`src/rtl/serial_adder_pkg.sv`:
```
// Shared types and constants for the bit-serial adder controller.
package serial_adder_pkg;

    typedef enum logic [1:0] {
        IDLE = 2'd0,
        ADD  = 2'd1,
        DONE = 2'd2
    } sa_state_t;

    localparam int SA_MAX_WIDTH = 32;

    // Bit counter must hold WIDTH-1; a 1-bit operand still needs a 1-bit counter.
    function automatic int sa_cnt_width(input int width);
        return (width < 2) ? 1 : $clog2(width);
    endfunction

endpackage

```
`src/rtl/full_adder.sv`:
```
// One-bit full adder used as the bit-slice datapath of the serial adder.
module full_adder (
    input  logic a,
    input  logic b,
    input  logic c,
    output logic sum,
    output logic carry
);

    assign sum   = a ^ b ^ c;
    assign carry = (a & b) | (a & c) | (b & c);

endmodule

```
`src/rtl/serial_adder_ctrl.sv`:
```
// Bit-serial adder: walks one full_adder across WIDTH bits, LSB first,
// behind valid/ready request and result handshakes.
module serial_adder_ctrl
    import serial_adder_pkg::*;
#(
    parameter int WIDTH = 8
) (
    input  logic             clk,
    input  logic             rst,
    input  logic             start_valid,
    output logic             start_ready,
    input  logic [WIDTH-1:0] a_in,
    input  logic [WIDTH-1:0] b_in,
    input  logic             cin,
    output logic             busy,
    output logic             done_valid,
    input  logic             done_ready,
    output logic [WIDTH-1:0] sum_out,
    output logic             cout
);

    localparam int CNT_W = sa_cnt_width(WIDTH);

    sa_state_t         state_q, state_d;
    logic [WIDTH-1:0]  a_sh_q, a_sh_d;
    logic [WIDTH-1:0]  b_sh_q, b_sh_d;
    logic [WIDTH-1:0]  sum_sh_q, sum_sh_d;
    logic              carry_q, carry_d;
    logic [CNT_W-1:0]  bit_cnt_q, bit_cnt_d;
    logic              start_ready_q, start_ready_d;
    logic              busy_q, busy_d;
    logic              done_valid_q, done_valid_d;

    logic              fa_sum_s;
    logic              fa_carry_s;
    logic [WIDTH-1:0]  sum_shift_s;
    logic              accept_s;
    logic              last_bit_s;

    full_adder u_fa (
        .a     (a_sh_q[0]),
        .b     (b_sh_q[0]),
        .c     (carry_q),
        .sum   (fa_sum_s),
        .carry (fa_carry_s)
    );

    // New result bit enters at the MSB so the first (LSB) bit lands at bit 0.
    if (WIDTH == 1) begin : g_sum_w1
        assign sum_shift_s = fa_sum_s;
    end else begin : g_sum_wn
        assign sum_shift_s = {fa_sum_s, sum_sh_q[WIDTH-1:1]};
    end

    assign accept_s   = start_valid & start_ready_q;
    assign last_bit_s = (bit_cnt_q == CNT_W'(WIDTH - 1));

    // Next-state and datapath update for the IDLE/ADD/DONE sequencer.
    always_comb begin
        state_d   = state_q;
        a_sh_d    = a_sh_q;
        b_sh_d    = b_sh_q;
        sum_sh_d  = sum_sh_q;
        carry_d   = carry_q;
        bit_cnt_d = bit_cnt_q;
        case (state_q)
            IDLE: begin
                if (accept_s) begin
                    a_sh_d    = a_in;
                    b_sh_d    = b_in;
                    carry_d   = cin;
                    sum_sh_d  = '0;
                    bit_cnt_d = '0;
                    state_d   = ADD;
                end else begin
                    state_d   = IDLE;
                end
            end
            ADD: begin
                a_sh_d    = a_sh_q >> 1'b1;
                b_sh_d    = b_sh_q >> 1'b1;
                sum_sh_d  = sum_shift_s;
                carry_d   = fa_carry_s;
                bit_cnt_d = bit_cnt_q + CNT_W'(1);
                if (last_bit_s) begin
                    state_d = DONE;
                end else begin
                    state_d = ADD;
                end
            end
            DONE: begin
                if (done_ready) begin
                    state_d = IDLE;
                end else begin
                    state_d = DONE;
                end
            end
            default: begin
                state_d = IDLE;
            end
        endcase
    end

    // Status flags are decoded from the next state so they can be registered.
    always_comb begin
        start_ready_d = (state_d == IDLE);
        busy_d        = (state_d == ADD) || (state_d == DONE);
        done_valid_d  = (state_d == DONE);
    end

    // State, shift registers, counter and registered status flags.
    always_ff @(posedge clk or posedge rst) begin
        if (rst) begin
            state_q       <= IDLE;
            a_sh_q        <= '0;
            b_sh_q        <= '0;
            sum_sh_q      <= '0;
            carry_q       <= 1'b0;
            bit_cnt_q     <= '0;
            start_ready_q <= 1'b1;
            busy_q        <= 1'b0;
            done_valid_q  <= 1'b0;
        end else begin
            state_q       <= state_d;
            a_sh_q        <= a_sh_d;
            b_sh_q        <= b_sh_d;
            sum_sh_q      <= sum_sh_d;
            carry_q       <= carry_d;
            bit_cnt_q     <= bit_cnt_d;
            start_ready_q <= start_ready_d;
            busy_q        <= busy_d;
            done_valid_q  <= done_valid_d;
        end
    end

    assign start_ready = start_ready_q;
    assign busy        = busy_q;
    assign done_valid  = done_valid_q;
    assign sum_out     = sum_sh_q;
    assign cout        = carry_q;

endmodule

```
`config.mk`:
```
export PLATFORM = sky130hd
export DESIGN_NAME = serial_adder_ctrl
export DESIGN_NICKNAME = d
export VERILOG_FILES = /design/src/rtl/serial_adder_pkg.sv /design/src/rtl/full_adder.sv /design/src/rtl/serial_adder_ctrl.sv
export SDC_FILE = /design/constraint.sdc
export NUM_CORES = 1
export LEC_CHECK = 0
export CAP_MARGIN = 25
export CORE_UTILIZATION = 47
export CTS_BUF_LIST = sky130_fd_sc_hd__clkbuf_8
export DETAILED_ROUTE_END_ITERATION = 10
export PLACE_DENSITY = 0.87
export SLEW_MARGIN = 20
export SYNTH_ARGS = -nofsm -noshare
export SYNTH_HDL_FRONTEND = slang
export SYNTH_SLANG_ARGS = --single-unit
```
`constraint.sdc`:
```
create_clock -name clk -period 1.3 [get_ports clk]
set_input_delay 0.26 -clock clk [delete_from_list [all_inputs] [get_ports clk]]
set_output_delay 0.26 -clock clk [all_outputs]
set_load 0.005 [all_outputs]
```
==> reports/qor.csv <==
stage,metric,value,unit
critical_path,Worst setup EP type,flop,
power,static leakage,0.00104,uW
cts,CTS buffer count,5,
synth,Commonest cells post-synth,"32 x dfrtp_1, 16 x a22oi_1, 16 x nor2b_1",
layout,diode count,0,
detailed_routing,Detail Route Antenna Nets,0,
detailed_routing,Routed WL,3860,um
synth,synthesized instance count,128,
critical_path,CP max stage cell,dfrtp_1,
die,# IOs,33,
timing,Setup WS post-layout,-0.103,ns
timing,fmax,0.713,GHz
detailed_routing,number of remaining DRC errors,0,
cts,H-Tree Level Count,2,
timing,worst slew pin tran,0.282,ns
synth,Yosys cell types,25,
cts,Max Buffers Root-to-Sink,2,
critical_path,max incr delay on CP,0.40,ns
cts,root buffer cell,clkbuf_8,
cts,Clock transition at path regs,0.06,ns
grt,initial antenna violation count,0,
place,Placer Congestion,0.762,
critical_path,CP required,1.48,ns
detailed_routing,routed length per placed instance,17.1,um
flow_run,maxcap violations,0,
status,violated checks,setup timing,
synth,mean area per synthesized cell,12.2,um^2
status,status,"complete, but fails checks",
synth,number of flops mapped to enable cells by yosys,0,
layout,nets,207,
timing,final worst path period need,1.40,ns
layout,number of fill cells,209,
cts,worst-skew pair later-pin latency,0.29,ns
synth,Post-synth top flop,dfrtp_1,
detailed_routing,Vias,1221,
detailed_routing,First-pass DRT Iterations,4,
die,die area,3540,um^2
grt,vias in the first global route,1276,
worst_hold_path,Hold Path Class,in -> async,
die,Die H,59.5,um
grt,first-pass GRT wire length,6020,um
synth,Post-Syn Area,1560,um^2
die,die width,59.5,um
cts,CTS tree,yes,
place,dpl hpwl,2470,um
critical_path,Setup CP Type,reg -> reg,
synth,Syn Nets,154,
synth,Yosys top cell area share,51.5,%
timing,final period utilization,108,%
timing,Max-slew headroom,81.1,%
grt,total global routing overflow,0,
critical_path,CP cell instances,ha_2 > ha_4 > a22oi_2 > buf_4 > ha_4,
die,initial core utilization,50.1,%
synth,cell taking the most area after synthesis,dfrtp_1,
synth,register bit total from synthesis,33,
critical_path,Critical Path Start Type,flop,
critical_path,Critical Path Most Common Cell,ha_4,
synth,ys async rst share,100,%
timing,# setup viols final,26,
layout,layout cells sized above 1,34.6,%
timing,Final Hold Vio Count,0,
die,Core ar.,3100,um^2
detailed_routing,Vias/cell,5.40,
timing,final max-slew violation count,0,
synth,sequential share of the synthesized area,53.2,%
synth,Synth area leaders,"dfrtp_1 51%, o2bb2ai_1 7.9%, a22oi_1 7.7%",
power,power per cell area,2260,nW/um^2
timing,RSZ-0062 raised after global routing,true,
layout,Area Growth Syn to Fin,48.9,%
place,IO buf count,32,
synth,top-count cell post-synth,dfrtp_1,
place,Setup Slack @ Placement,-0.294,ns
critical_path,CP arrival,1.58,ns
grt,GRT Overall Usage,24.4,%
timing,Fin Hold WS,0.299,ns
timing,Layout Skew,0.00382,ns
detailed_routing,DR iter-0 viols,55,
cts,clock sinks,33,
cts,CTS Hold Bufs,0,
critical_path,crit path max fanout,2,
power,VDD IR max,1.49,mV
die,Core Rows,20,
synth,"Warnings, synthesis",0,
grt,largest net degree at the start of global routing,23,
## state kept, by name, summed over array words and instances (netlist names)
| name | count |
|---|---|
| a_sh_q | 8 |
| b_sh_q | 8 |
| sum_out | 8 |
| bit_cnt_q | 3 |
| state_q | 2 |
| busy | 1 |
| cout | 1 |
| done_valid | 1 |
| start_ready | 1 |
## kinds of logic (layout without fill, tap and decap cells)
logic type,Yosys count,count (layout),synth area share (%)
compound gates,46,46,24.7
buf+inv,17,71,6.36
mux,2,2,1.37
flops,33,33,53.2
fa+ha+maj,5,5,4.51
simple gates,25,25,9.90
## stage by stage
step	utilization [%]	power (uW)	TNS (ns)	cell area [um^2]	cells
3_3_place_gp	63.9	3740	-5.36	1980	206
3_5_place_dp	63.9	3880	-6.88	1980	206
2_1_floorplan	-	2990	-0.0830	1560	128
5_1_grt	74.6	5550	-2.34	2320	226
4_1_cts	71.4	4920	-1.46	2220	225
6_report	74.6	5230	-1.28	2320	226
## metal layers
layer,wire [um],GRT usage [%],up-vias
met2,2070,41.7,25
met5,0,0,-
li1,-,-,573
met1,1580,28.3,615
met3,122,6.99,8
met4,87,11.0,0
## cell type report
type	count	area, um^2	area share, %
Clock buffer	5	68.8	2.97
Inverter	6	22.5	0.972
Timing Repair Buffer	57	548	23.7
Clock inverter	3	13.8	0.594
Sequential cell	33	830	35.8
Multi-Input combinational cell	78	778	33.6
Tap cell	44	55.1	2.38
## worst paths after layout
kind | slack (ns) | cells after the start | endpoint | startpoint
hold / removal | 0.30 | 3 | a_sh_q[0]$_DFFE_PP0P_ | rst
max in group asynchronous | 0.76 | 3 | start_ready$_DFF_PP1_ | rst
min in group clk | 0.49 | 1 | b_sh_q[0]$_DFFE_PP0P_ | b_sh_q[0]$_DFFE_PP0P_
setup / recovery | -0.10 | 5 | busy$_DFF_PP0_ | bit_cnt_q[1]$_DFFE_PP0P_
setup reg to reg | -0.10 | 5 | busy$_DFF_PP0_ | bit_cnt_q[1]$_DFFE_PP0P_
hold reg to reg | 0.49 | 1 | b_sh_q[0]$_DFFE_PP0P_ | b_sh_q[0]$_DFFE_PP0P_
## critical path: cells and delay by family, from the launching register on
| family | cells | cell delay, ns |
|---|---|---|
| fa+ha+maj | 3 | 0.55 |
| buf+inv | 1 | 0.15 |
| flops | 1 | 0.40 |
| compound gates | 1 | 0.20 |
## placed cells by master, fill, tap and decap left out, types with 2 or more instances in the layout
| cell type | synthesis | routed |
|---|---|---|
| ha_4 | 0 | 2 |
| dfrtp_2 | 0 | 2 |
| clkbuf_8 | 0 | 5 |
| a22o_2 | 4 | 3 |
| nor2_1 | 2 | 2 |
| clkdlybuf4s50_1 | 0 | 20 |
| ha_2 | 0 | 2 |
| o2bb2ai_4 | 0 | 2 |
| buf_12 | 0 | 2 |
| o2bb2ai_2 | 0 | 3 |
| and4b_1 | 2 | 2 |
| a21oi_1 | 2 | 2 |
| buf_4 | 2 | 19 |
| a22oi_1 | 16 | 12 |
| inv_1 | 6 | 6 |
| nand2_1 | 3 | 2 |
| clkinv_2 | 0 | 2 |
| nor2b_1 | 16 | 15 |
| o2bb2ai_1 | 14 | 9 |
| o21ai_0 | 2 | 2 |
| a22oi_2 | 0 | 4 |
| dfrtp_1 | 32 | 30 |
| buf_6 | 3 | 4 |
| dlygate4sd2_1 | 0 | 10 |
| a22o_1 | 6 | 6 |
## report_power, final
part | internal [uW] | switching [uW] | leakage [uW] | total [uW]
Clock | 362 | 364 | 0.0000491 | 727
Sequential | 1430 | 293 | 0.000425 | 1730
Combinational | 1550 | 1230 | 0.000563 | 2780
## what timing repair did
action                                  in CTS  in global routing
cloned                                       2                  0
pin swaps                                   10                 10
endpoints found under the setup margin      21                 33
buffers inserted                             9                  2
resized for setup                           25                 25
(Power assumes the default switching activity.)
